## config.mk

```make
export PLATFORM = sky130hd
export DESIGN_NAME = alu_ctrl_mdu
export DESIGN_NICKNAME = d
export VERILOG_FILES = /design/src/rtl/alu_pkg.sv /design/src/rtl/mdu_iter.sv /design/src/rtl/alu_ctrl_mdu.sv
export SDC_FILE = /design/constraint.sdc
export NUM_CORES = 1
export LEC_CHECK = 0
export BUFFER_PORTS_ARGS = -buffer_cell sky130_fd_sc_hd__clkbuf_2
export CORE_MARGIN = 2
export CORE_UTILIZATION = 61
export CTS_BUF_LIST = sky130_fd_sc_hd__clkbuf_4 sky130_fd_sc_hd__clkbuf_8
export DETAILED_ROUTE_END_ITERATION = 8
export GPL_TIMING_DRIVEN = 0
export HOLD_SLACK_MARGIN = 0.05
export PLACE_DENSITY = 0.85
export SLEW_MARGIN = 20
export SYNTH_ARGS = -nofsm -noshare
export SYNTH_HDL_FRONTEND = slang
export SYNTH_HIERARCHICAL = 1
export SYNTH_SLANG_ARGS = --single-unit
```

## constraint.sdc

```tcl
create_clock -name clk -period 9 [get_ports clk]
set_input_delay 0 -clock clk [delete_from_list [all_inputs] [get_ports clk]]
set_output_delay 0 -clock clk [all_outputs]
set_load 0.02 [all_outputs]
```

## src/rtl/alu_pkg.sv

```systemverilog
// Shared ALU control encodings, funct codes and the multiply/divide FSM states.
// The DIV state exists only when ALU_CTRL_MDU_DIV_EN is defined.
package alu_pkg;

  localparam logic [1:0] ALU_ADD   = 2'b00;
  localparam logic [1:0] ALU_SUB   = 2'b01;
  localparam logic [1:0] ALU_RTYPE = 2'b10;
  localparam logic [1:0] ALU_ANDI  = 2'b11;

  localparam logic [3:0] OP_AND  = 4'b0000;
  localparam logic [3:0] OP_OR   = 4'b0001;
  localparam logic [3:0] OP_ADD  = 4'b0010;
  localparam logic [3:0] OP_SUB  = 4'b0110;
  localparam logic [3:0] OP_SLT  = 4'b0111;
  localparam logic [3:0] OP_NOR  = 4'b1100;
  localparam logic [3:0] OP_NONE = 4'b1111;

  localparam logic [5:0] FN_ADD   = 6'b100000;
  localparam logic [5:0] FN_SUB   = 6'b100010;
  localparam logic [5:0] FN_AND   = 6'b100100;
  localparam logic [5:0] FN_OR    = 6'b100101;
  localparam logic [5:0] FN_SLT   = 6'b101010;
  localparam logic [5:0] FN_NOR   = 6'b100111;
  localparam logic [5:0] FN_MULT  = 6'b011000;
  localparam logic [5:0] FN_MULTU = 6'b011001;
  localparam logic [5:0] FN_DIV   = 6'b011010;
  localparam logic [5:0] FN_DIVU  = 6'b011011;
  localparam logic [5:0] FN_MFHI  = 6'b010000;
  localparam logic [5:0] FN_MFLO  = 6'b010010;

  typedef enum logic [1:0] {
    ST_IDLE = 2'd0,
    ST_MUL  = 2'd1,
`ifdef ALU_CTRL_MDU_DIV_EN
    ST_DIV  = 2'd2,
`endif
    ST_DONE = 2'd3
  } md_state_t;

  // Multiply/divide functs fall through to OP_NONE: they never use the ALU.
  function automatic logic [3:0] alu_decode(input logic [1:0] aluop, input logic [5:0] funct);
    logic [3:0] op;
    op = OP_NONE;
    case (aluop)
      ALU_ADD:  op = OP_ADD;
      ALU_SUB:  op = OP_SUB;
      ALU_ANDI: op = OP_AND;
      default: begin
        case (funct)
          FN_ADD:  op = OP_ADD;
          FN_SUB:  op = OP_SUB;
          FN_AND:  op = OP_AND;
          FN_OR:   op = OP_OR;
          FN_SLT:  op = OP_SLT;
          FN_NOR:  op = OP_NOR;
          default: op = OP_NONE;
        endcase
      end
    endcase
    return op;
  endfunction

endpackage

```

## src/rtl/mdu_iter.sv

```systemverilog
// Iterative one-bit-per-step multiply (shift-add) and, with ALU_CTRL_MDU_DIV_EN,
// restoring divide datapath working on magnitudes; signs are applied on the result.
module mdu_iter #(
  parameter int WIDTH = 32
) (
  input  logic             clk,
  input  logic             reset,
  input  logic             start,
  input  logic             step,
`ifdef ALU_CTRL_MDU_DIV_EN
  input  logic             div_sel,
`endif
  input  logic             signed_sel,
  input  logic [WIDTH-1:0] op_a,
  input  logic [WIDTH-1:0] op_b,
  output logic [WIDTH-1:0] res_hi,
  output logic [WIDTH-1:0] res_lo
);

  logic             a_neg;
  logic             b_neg;
  logic [WIDTH-1:0] mag_a;
  logic [WIDTH-1:0] mag_b_in;

  logic [2*WIDTH-1:0] acc;
  logic [2*WIDTH-1:0] acc_next;
  logic [2*WIDTH-1:0] mul_next;
  logic [2*WIDTH-1:0] prod_signed;
  logic [WIDTH:0]     sum;
  logic [WIDTH-1:0]   mag_b;
  logic               neg_main;

  assign a_neg    = signed_sel & op_a[WIDTH-1];
  assign b_neg    = signed_sel & op_b[WIDTH-1];
  assign mag_a    = a_neg ? -op_a : op_a;
  assign mag_b_in = b_neg ? -op_b : op_b;

  // Multiply keeps {partial, multiplier} in acc and shifts right each step.
  always_comb begin
    sum      = {1'b0, acc[2*WIDTH-1:WIDTH]} + (acc[0] ? {1'b0, mag_b} : '0);
    mul_next = {sum, acc[WIDTH-1:1]};
  end

  assign prod_signed = neg_main ? -acc : acc;

`ifdef ALU_CTRL_MDU_DIV_EN
  logic             div_mode;
  logic             neg_rem;
  logic             b_zero;
  logic [WIDTH:0]   shifted;
  logic             ge;
  logic [WIDTH-1:0] rem_next;
  logic [WIDTH-1:0] q_mag;
  logic [WIDTH-1:0] r_mag;

  // Divide keeps {remainder, dividend/quotient} in acc and shifts left each step.
  always_comb begin
    shifted  = acc[2*WIDTH-1:WIDTH-1];
    ge       = shifted >= {1'b0, mag_b};
    rem_next = ge ? (shifted[WIDTH-1:0] - mag_b) : shifted[WIDTH-1:0];
    acc_next = div_mode ? {rem_next, acc[WIDTH-2:0], ge} : mul_next;
  end

  assign q_mag = acc[WIDTH-1:0];
  assign r_mag = acc[2*WIDTH-1:WIDTH];

  always_comb begin
    res_hi = prod_signed[2*WIDTH-1:WIDTH];
    res_lo = prod_signed[WIDTH-1:0];
    if (div_mode) begin
      res_hi = neg_rem ? -r_mag : r_mag;
      res_lo = b_zero ? '1 : (neg_main ? -q_mag : q_mag);
    end
  end

  always_ff @(posedge clk or posedge reset) begin
    if (reset) begin
      div_mode <= 1'b0;
      neg_rem  <= 1'b0;
      b_zero   <= 1'b0;
    end else if (start) begin
      div_mode <= div_sel;
      neg_rem  <= a_neg;
      b_zero   <= (op_b == '0);
    end
  end
`else
  assign acc_next = mul_next;
  assign res_hi   = prod_signed[2*WIDTH-1:WIDTH];
  assign res_lo   = prod_signed[WIDTH-1:0];
`endif

  always_ff @(posedge clk or posedge reset) begin
    if (reset) begin
      acc      <= '0;
      mag_b    <= '0;
      neg_main <= 1'b0;
    end else if (start) begin
      acc      <= {{WIDTH{1'b0}}, mag_a};
      mag_b    <= mag_b_in;
      neg_main <= a_neg ^ b_neg;
    end else if (step) begin
      acc      <= acc_next;
    end
  end

endmodule

```

## src/rtl/alu_ctrl_mdu.sv

```systemverilog
// ALU control decoder plus HI/LO multiply/divide sequencer with pipeline stall.
// Divide support is built only when ALU_CTRL_MDU_DIV_EN is defined.
module alu_ctrl_mdu
  import alu_pkg::*;
#(
  parameter int WIDTH = 32
) (
  input  logic             clk,
  input  logic             reset,
  input  logic [1:0]       ALUop,
  input  logic [31:0]      instruction,
  input  logic             issue,
  input  logic [WIDTH-1:0] rs_val,
  input  logic [WIDTH-1:0] rt_val,
  output logic [3:0]       Operation,
  output logic [WIDTH-1:0] hi,
  output logic [WIDTH-1:0] lo,
  output logic             md_busy,
  output logic             md_done,
  output logic             stall
);

  localparam int               CNT_W = $clog2(WIDTH);
  localparam logic [CNT_W-1:0] LAST  = CNT_W'(WIDTH - 1);

  md_state_t        state;
  md_state_t        state_next;
  logic [CNT_W-1:0] cnt;
  logic [5:0]       funct;
  logic             r_type;
  logic             is_md;
  logic             is_mf;
  logic             start;
  logic             step;
  logic [WIDTH-1:0] res_hi;
  logic [WIDTH-1:0] res_lo;
  logic             unused_instr_bits;

  assign funct             = instruction[5:0];
  assign unused_instr_bits = ^instruction[31:6];
  assign r_type            = (ALUop == ALU_RTYPE);
  assign Operation         = alu_decode(ALUop, funct);

`ifdef ALU_CTRL_MDU_DIV_EN
  logic is_div;
  assign is_div = (funct == FN_DIV) || (funct == FN_DIVU);
  assign is_md  = r_type && ((funct == FN_MULT) || (funct == FN_MULTU) || is_div);
`else
  assign is_md  = r_type && ((funct == FN_MULT) || (funct == FN_MULTU));
`endif
  assign is_mf  = r_type && ((funct == FN_MFHI) || (funct == FN_MFLO));

  // Any HI/LO user must wait until the result has actually landed in hi/lo.
  assign stall = issue && (is_md || is_mf) && (state != ST_IDLE);

  always_ff @(posedge clk or posedge reset) begin
    if (reset) state <= ST_IDLE;
    else       state <= state_next;
  end

  always_comb begin
    state_next = state;
    md_busy    = 1'b0;
    md_done    = 1'b0;
    start      = 1'b0;
    step       = 1'b0;
    case (state)
      ST_IDLE: begin
        if (issue && is_md) begin
          start = 1'b1;
`ifdef ALU_CTRL_MDU_DIV_EN
          state_next = is_div ? ST_DIV : ST_MUL;
`else
          state_next = ST_MUL;
`endif
        end
      end
      ST_MUL: begin
        md_busy = 1'b1;
        step    = 1'b1;
        if (cnt == LAST) state_next = ST_DONE;
      end
`ifdef ALU_CTRL_MDU_DIV_EN
      ST_DIV: begin
        md_busy = 1'b1;
        step    = 1'b1;
        if (cnt == LAST) state_next = ST_DONE;
      end
`endif
      ST_DONE: begin
        md_done    = 1'b1;
        state_next = ST_IDLE;
      end
      default: state_next = ST_IDLE;
    endcase
  end

  always_ff @(posedge clk or posedge reset) begin
    if (reset)      cnt <= '0;
    else if (start) cnt <= '0;
    else if (step)  cnt <= cnt + 1'b1;
  end

  always_ff @(posedge clk or posedge reset) begin
    if (reset) begin
      hi <= '0;
      lo <= '0;
    end else if (state == ST_DONE) begin
      hi <= res_hi;
      lo <= res_lo;
    end
  end

  mdu_iter #(.WIDTH(WIDTH)) u_iter (
    .clk        (clk),
    .reset      (reset),
    .start      (start),
    .step       (step),
`ifdef ALU_CTRL_MDU_DIV_EN
    .div_sel    (funct[1]),
`endif
    .signed_sel (~funct[0]),
    .op_a       (rs_val),
    .op_b       (rt_val),
    .res_hi     (res_hi),
    .res_lo     (res_lo)
  );

endmodule
```

## After elaboration in Yosys (flattened, before gate mapping)

Cells that the tools add are included.

- Input bits: 101
- Output and inout bits: 71
- Bits in registers: 168
- Logic and storage cells: 64

- Reductions and logical operators: 13
- $add $sub $neg: 5
- Eq/ne operators: 18
- Bitwise operators: 4
- Mux-type cells: 17

Operators by type and width:

| operator | count |
|---|---|
| 64-bit two-way mux | 3 |
| 32-bit two-way mux | 3 |
| 32-bit negation | 2 |
| 64-bit negation | 1 |
| 6-bit equality test, second input constant | 6 |
| 32-bit by 33-bit adder with 33-bit output | 1 |
| 6-bit by 5-bit equality test with 1-bit output, second input constant | 4 |
| 4-bit case mux with 6 select lines | 1 |
| 4-bit case mux with 3 select lines | 1 |
| 5-bit two-way mux | 2 |
| 2-bit equality test, second input constant | 3 |
| 5-bit by 1-bit adder with 5-bit output, second input constant | 1 |
| 5-bit equality test, second input constant | 1 |
| 1-bit logical AND | 5 |
| 2-bit by 1-bit equality test with 1-bit output, second input constant | 2 |
| 2-bit logical NOT | 2 |
| 1-bit two-way mux | 4 |
| 2-bit two-way mux | 2 |
| 2-bit inequality test, second input constant | 2 |
| 2-bit case mux with 2 select lines | 1 |
| 2-bit nonzero test | 2 |
| 1-bit logical OR | 3 |
| 1-bit AND | 2 |
| 2-bit AND reduction | 1 |
| other kinds (2) | 2 |

## Longest topological paths before layout

- Depth after elaboration: 7
- Depth in mapped cells: 13

## Hierarchy

The synthesis kept the hierarchy.

Modules (own cells, without submodules):

| module | instances | cells an instance | area an instance (um^2) |
|---|---|---|---|
| mdu_iter | 1 | 1062 | 8413.1 |
| alu_ctrl_mdu | 1 | 198 | 3110.5 |

## Least setup slack after synthesis

OpenSTA, ideal clock, no wires.

- Path kind: register -> register
- From: register u_iter.acc[12]
- To: register hi[31]
- Period minus slack after synthesis: 3.815 ns
- Library setup time: 0.125 ns
- Arrival: 3.690 ns
- Setup slack: 5.185 ns
- Cell stages (with the launch flop): 11
- Path through: dfrtp_1 > or4_4 > or4_4 > buf_6 > or4_4 > or3_4 > or4_4 > or2_4 > o41ai_4 > xnor2_1 > mux2_2

- Cells in the longest elaborated chain, start to end: 2

RTL lines:

| item | line | text |
|---|---|---|
| from (decl) | mdu_iter.sv:25 | `logic [2*WIDTH-1:0] acc;` |
| from (signal assigned) | mdu_iter.sv:99 | `acc <= {{WIDTH{1'b0}}, mag_a};` |
| from (signal assigned) | mdu_iter.sv:103 | `acc <= acc_next;` |
| 64-bit negation | mdu_iter.sv:44 | `assign prod_signed = neg_main ? -acc : acc;` |
| 64-bit two-way mux | mdu_iter.sv:44 |  |
| net res_hi[31] | alu_ctrl_mdu.sv:35 | `logic [WIDTH-1:0] res_hi;` |
| to (signal assigned) | alu_ctrl_mdu.sv:109 | `hi <= res_hi;` |
| to (decl) | alu_ctrl_mdu.sv:16 | `output logic [WIDTH-1:0] hi,` |

The timed path passes the listed nets, and every way through them passes these cells.
A chain may end at the register's enable or synchronous reset.

## Final worst setup path

- From: register u_iter.acc[0]
- To: register u_iter.acc[63]

- Cells in the longest elaborated chain, start to end: 4

RTL lines:

| item | line | text |
|---|---|---|
| 32-bit two-way mux | mdu_iter.sv:40 | `sum = {1'b0, acc[2*WIDTH-1:WIDTH]} + (acc[0] ? {1'b0, mag_b} : '0);` |
| 32-bit by 33-bit adder with 33-bit output | mdu_iter.sv:40 |  |
| 64-bit two-way mux | mdu_iter.sv:102 | `end else if (step) begin` |
| 64-bit two-way mux | mdu_iter.sv:98 | `end else if (start) begin` |

Every way passes these cells. The select of a mux whose other input is x is not followed.

==> metrics.md <==
| Metric | Value |
|---|---|
| Metal1 wirelength | `14.0 mm` |
| Post-CTS Resized | `0` |
| Ys async rst share | `100%` |
| Pre-CTS setup slack | `4.76 ns` |
| Worst hold slack | `0.0619 ns` |
| RSZ-0062 raised after global routing | `false` |
| Synth-to-Final Area Change | `19.9%` |
| Setup violations, final | `0` |
| Overall routing resource usage | `33.6%` |
| Antenna viol nets, final | `0` |
| CP endpoint | `u_iter/acc[63]` |
| Mapped Area | `11500 sq um` |
| Worst hold path type | `in -> async` |
| TritonCTS clock tree | `done` |
| Tot Pwr | `2980 uW` |
| Setup slack, reg-to-reg | `4.62 ns` |
| Max Cap Violations | `0` |
| Seq/Total Area, Yosys | `36.5%` |
| Layout Nets | `1643` |
| Wirelength, routed | `33.3 mm` |
| Setup ws final | `4.62 ns` |
| WL/cell | `19.0 um` |
| Top Family by Delay on Critical Path | `compound AO/OA/AOI/OAI gates` |
| Relative max-transition margin | `44.5%` |
| Top cell type's share of synthesized area | `36.5%` |
| Critical path depth in cells | `13` |
| Total core area | `18600 sq um` |
| Non-Filler Instances | `1752` |
| Synth warnings | `6` |
| Max Used Layer | `met4` |
| Slew of the pin with the lowest slew margin | `0.833 ns` |
| Maximum VDD drop | `0.000116 V` |
| Die W | `141 um` |
| CP startpoint kind | `register` |
| Crit share post-route | `48.6%` |
| Placed insts | `1641` |
| CP Data Required Time | `9.35 ns` |
| Vias | `10.9k` |
| R2R depth | `13` |
| Synth Flop Type | `dfrtp_1` |
| Clk_skew | `0.0125 ns` |
| DR WL met3 | `3.14 mm` |
| Via/cell ratio | `6.20` |
| Layout cell share with drive strength beyond 1 | `18.1%` |
| Post-synthesis cell type count | `65` |
| Setup_tns | `0 ns` |
| Outcome | `completed` |
| F_max | `229 MHz` |
| Crit path capture type | `register` |
| Crit path from | `u_iter/acc[0]` |
| Latest clock arrival within the worst-skew pair | `0.48 ns` |
| Remaining global-route overflow | `0` |
| Clk root buf | `clkbuf_8` |
| Synthesized area per cell | `9.15 sq um` |
| Die ar. | `20000 sq um` |
| First-pass DRT Iterations | `6` |
| Post-synth top area cell | `dfrtp_1` |
| Initial antenna violation count | `0` |
| Setup CP Type | `reg -> reg` |
| Slowest-stage cell, CP | `dfrtp_1` |
| Arr. time, crit path | `4.72 ns` |
| First-pass GRT wire length | `53.3 mm` |
| Routability Congestion | `0.957` |
| Worst path bufs/invs | `2` |
| CTS max path bufs | `2` |
| Slew Limit Fails | `0` |
| Starting density of the core | `61.8%` |
| Largest net degree at the start of global routing | `67` |
| Fill cells | `1284` |
| Met2 routed WL | `15.0 mm` |
| PwrDens | `215 nW/um^2` |
| Reg-to-reg endpoint | `u_iter/acc[63]` |
| Post-DP HPWL | `23.5 mm` |
| Yosys reg bits | `168` |
| Top Ports | `172` |
| Total CTS buffers | `17` |
| Endpoints failing hold | `0` |
| Vias in the first global route | `10.3k` |
| Die Ht | `141 um` |
| Leakage | `0.00630 uW` |
| Synth area leaders | `dfrtp_1, xnor2_1, mux2_4` |
| Post-Syn Nets | `1399` |
| DR iter-0 viols | `1283` |
| Slowest stage delay, CP | `0.67 ns` |
| CTS H-tree lvls | `4` |
| Gate Count Post-Synth | `1260` |
| I/O Buffers | `145` |
| CP max FO | `10` |
| RR Startpoint | `u_iter/acc[0]` |
| Number of synthesized flops with an enable pin | `0` |
| Site Rows | `50` |
| Fin crit period | `4.38 ns` |
| Crit-path cells | `clkbuf_1 > and2_1 > ha_1 > inv_1 > fa_1 > nand2b_1 > a21oi_1 > o21ai_0 > o21a_1 > o21ai_0 > a31oi_1 > o21a_1 > a2111oi_0` |
| Clock sink total | `168` |
| Clk slew on worst S/H paths | `0.10 ns` |
| Residual DRC | `0` |
[Yosys cell counts (11+ instances only)]
cell type,n
a21oi_1,91
a31oi_1,11
and2_1,39
clkbuf_1,51
dfrtp_1,168
ha_1,37
inv_1,30
mux2_2,16
mux2_4,49
mux2i_1,46
nand2_1,113
nand2b_1,15
nand3_1,18
nor2_1,109
nor2b_1,15
nor3_1,27
o21ai_0,104
o31ai_1,21
o41ai_1,13
or3_1,17
or4_1,11
xnor2_1,91
xor2_1,51
[report_power, final]
group / internal, uW / switching, uW
registers: 912 / 298
clock network: 307 / 295
logic: 504 / 660
total: 1720 / 1250
[registers in the layout, indices dropped and copies added, names as in the netlist]
signal,flops
u_iter/acc,64
cnt,5
u_iter/neg_main,1
hi,32
lo,32
state,2
u_iter/mag_b,32
[worst min path at each step]
stage,to,depth (start not counted),slack (ns)
final,u_iter/acc[13],3,0.06
after detailed placement,u_iter/acc[14],2,0.03
after global placement,u_iter/mag_b[1],3,0.29
after floorplan,u_iter/acc[0],2,0.12
after global routing,u_iter/acc[13],3,0.10
after CTS,u_iter/acc[14],3,0.07
[worst reg2reg max path: stages (launching register included)]
cell       delay, ns
dfrtp_1         0.67
clkbuf_1        0.41
and2_1          0.21
ha_1            0.16
inv_1           0.06
fa_1            0.39
nand2b_1        0.20
a21oi_1         0.21
o21ai_0         0.18
o21a_1          0.27
o21ai_0         0.60
a31oi_1         0.31
o21a_1          0.24
a2111oi_0       0.36
[cell type report]
| class | count | area, sq um | share of cell area [%] |
|---|---|---|---|
| clock buffer | 18 | 241 | 1.75 |
| clock inverter | 14 | 198 | 1.43 |
| antenna | 1 | 2.50 | 0.0181 |
| inverter | 30 | 120 | 0.869 |
| multi-input combinational | 998 | 6910 | 50.0 |
| timing repair buffer | 225 | 1550 | 11.2 |
| tap | 234 | 293 | 2.12 |
| sequential | 168 | 4200 | 30.4 |
| buffer | 64 | 299 | 2.16 |
[per-layer routing]
metal  GRT usage, %  vias up
met5              0        -
met4           14.3        0
li1               -     4966
met3           6.24      125
met1           46.1     5118
met2           52.7      649
[timing repair]
item / 4_1_cts / 5_1_grt
hold buffers: 78 / 0
endpoints found under the hold margin: 233 / 0
setup buffers: 0 / 0
setup endpoints to repair: 0 / 0
[cell usage in the layout, fill, tap and decap left out, types with 51 or more instances in the layout]
cell type and count:
nor2_1 109, clkbuf_2 145, o21ai_0 104, xnor2_1 91, dlygate4sd3_1 78, dfrtp_1 168, clkbuf_1 51, xor2_1 51
a21oi_1 91, nand2_1 113
[cell families (layout without fill, tap and decap cells)]
group	count (synthesis)	after routing	synth area share, %
flip-flops	168	168	36.5
AND/OR/NAND/NOR	413	413	17.8
multiplexers	111	111	11.9
adder cells (fa/ha/maj)	38	38	4.19
buffers and inverters	94	351	3.57
AO/OA/AOI/OAI	294	294	15.3
XOR/XNOR	142	142	10.8
other	0	1	0
[through the flow]
step / util (%) / cell area (sq um)
3_3_place_gp: 67.3 / 12500
6_report: 74.1 / 13800
3_5_place_dp: 67.6 / 12600
5_1_grt: 74.1 / 13800
4_1_cts: 74.1 / 13800
2_1_floorplan: - / 11500
(Power assumes the default switching activity.)
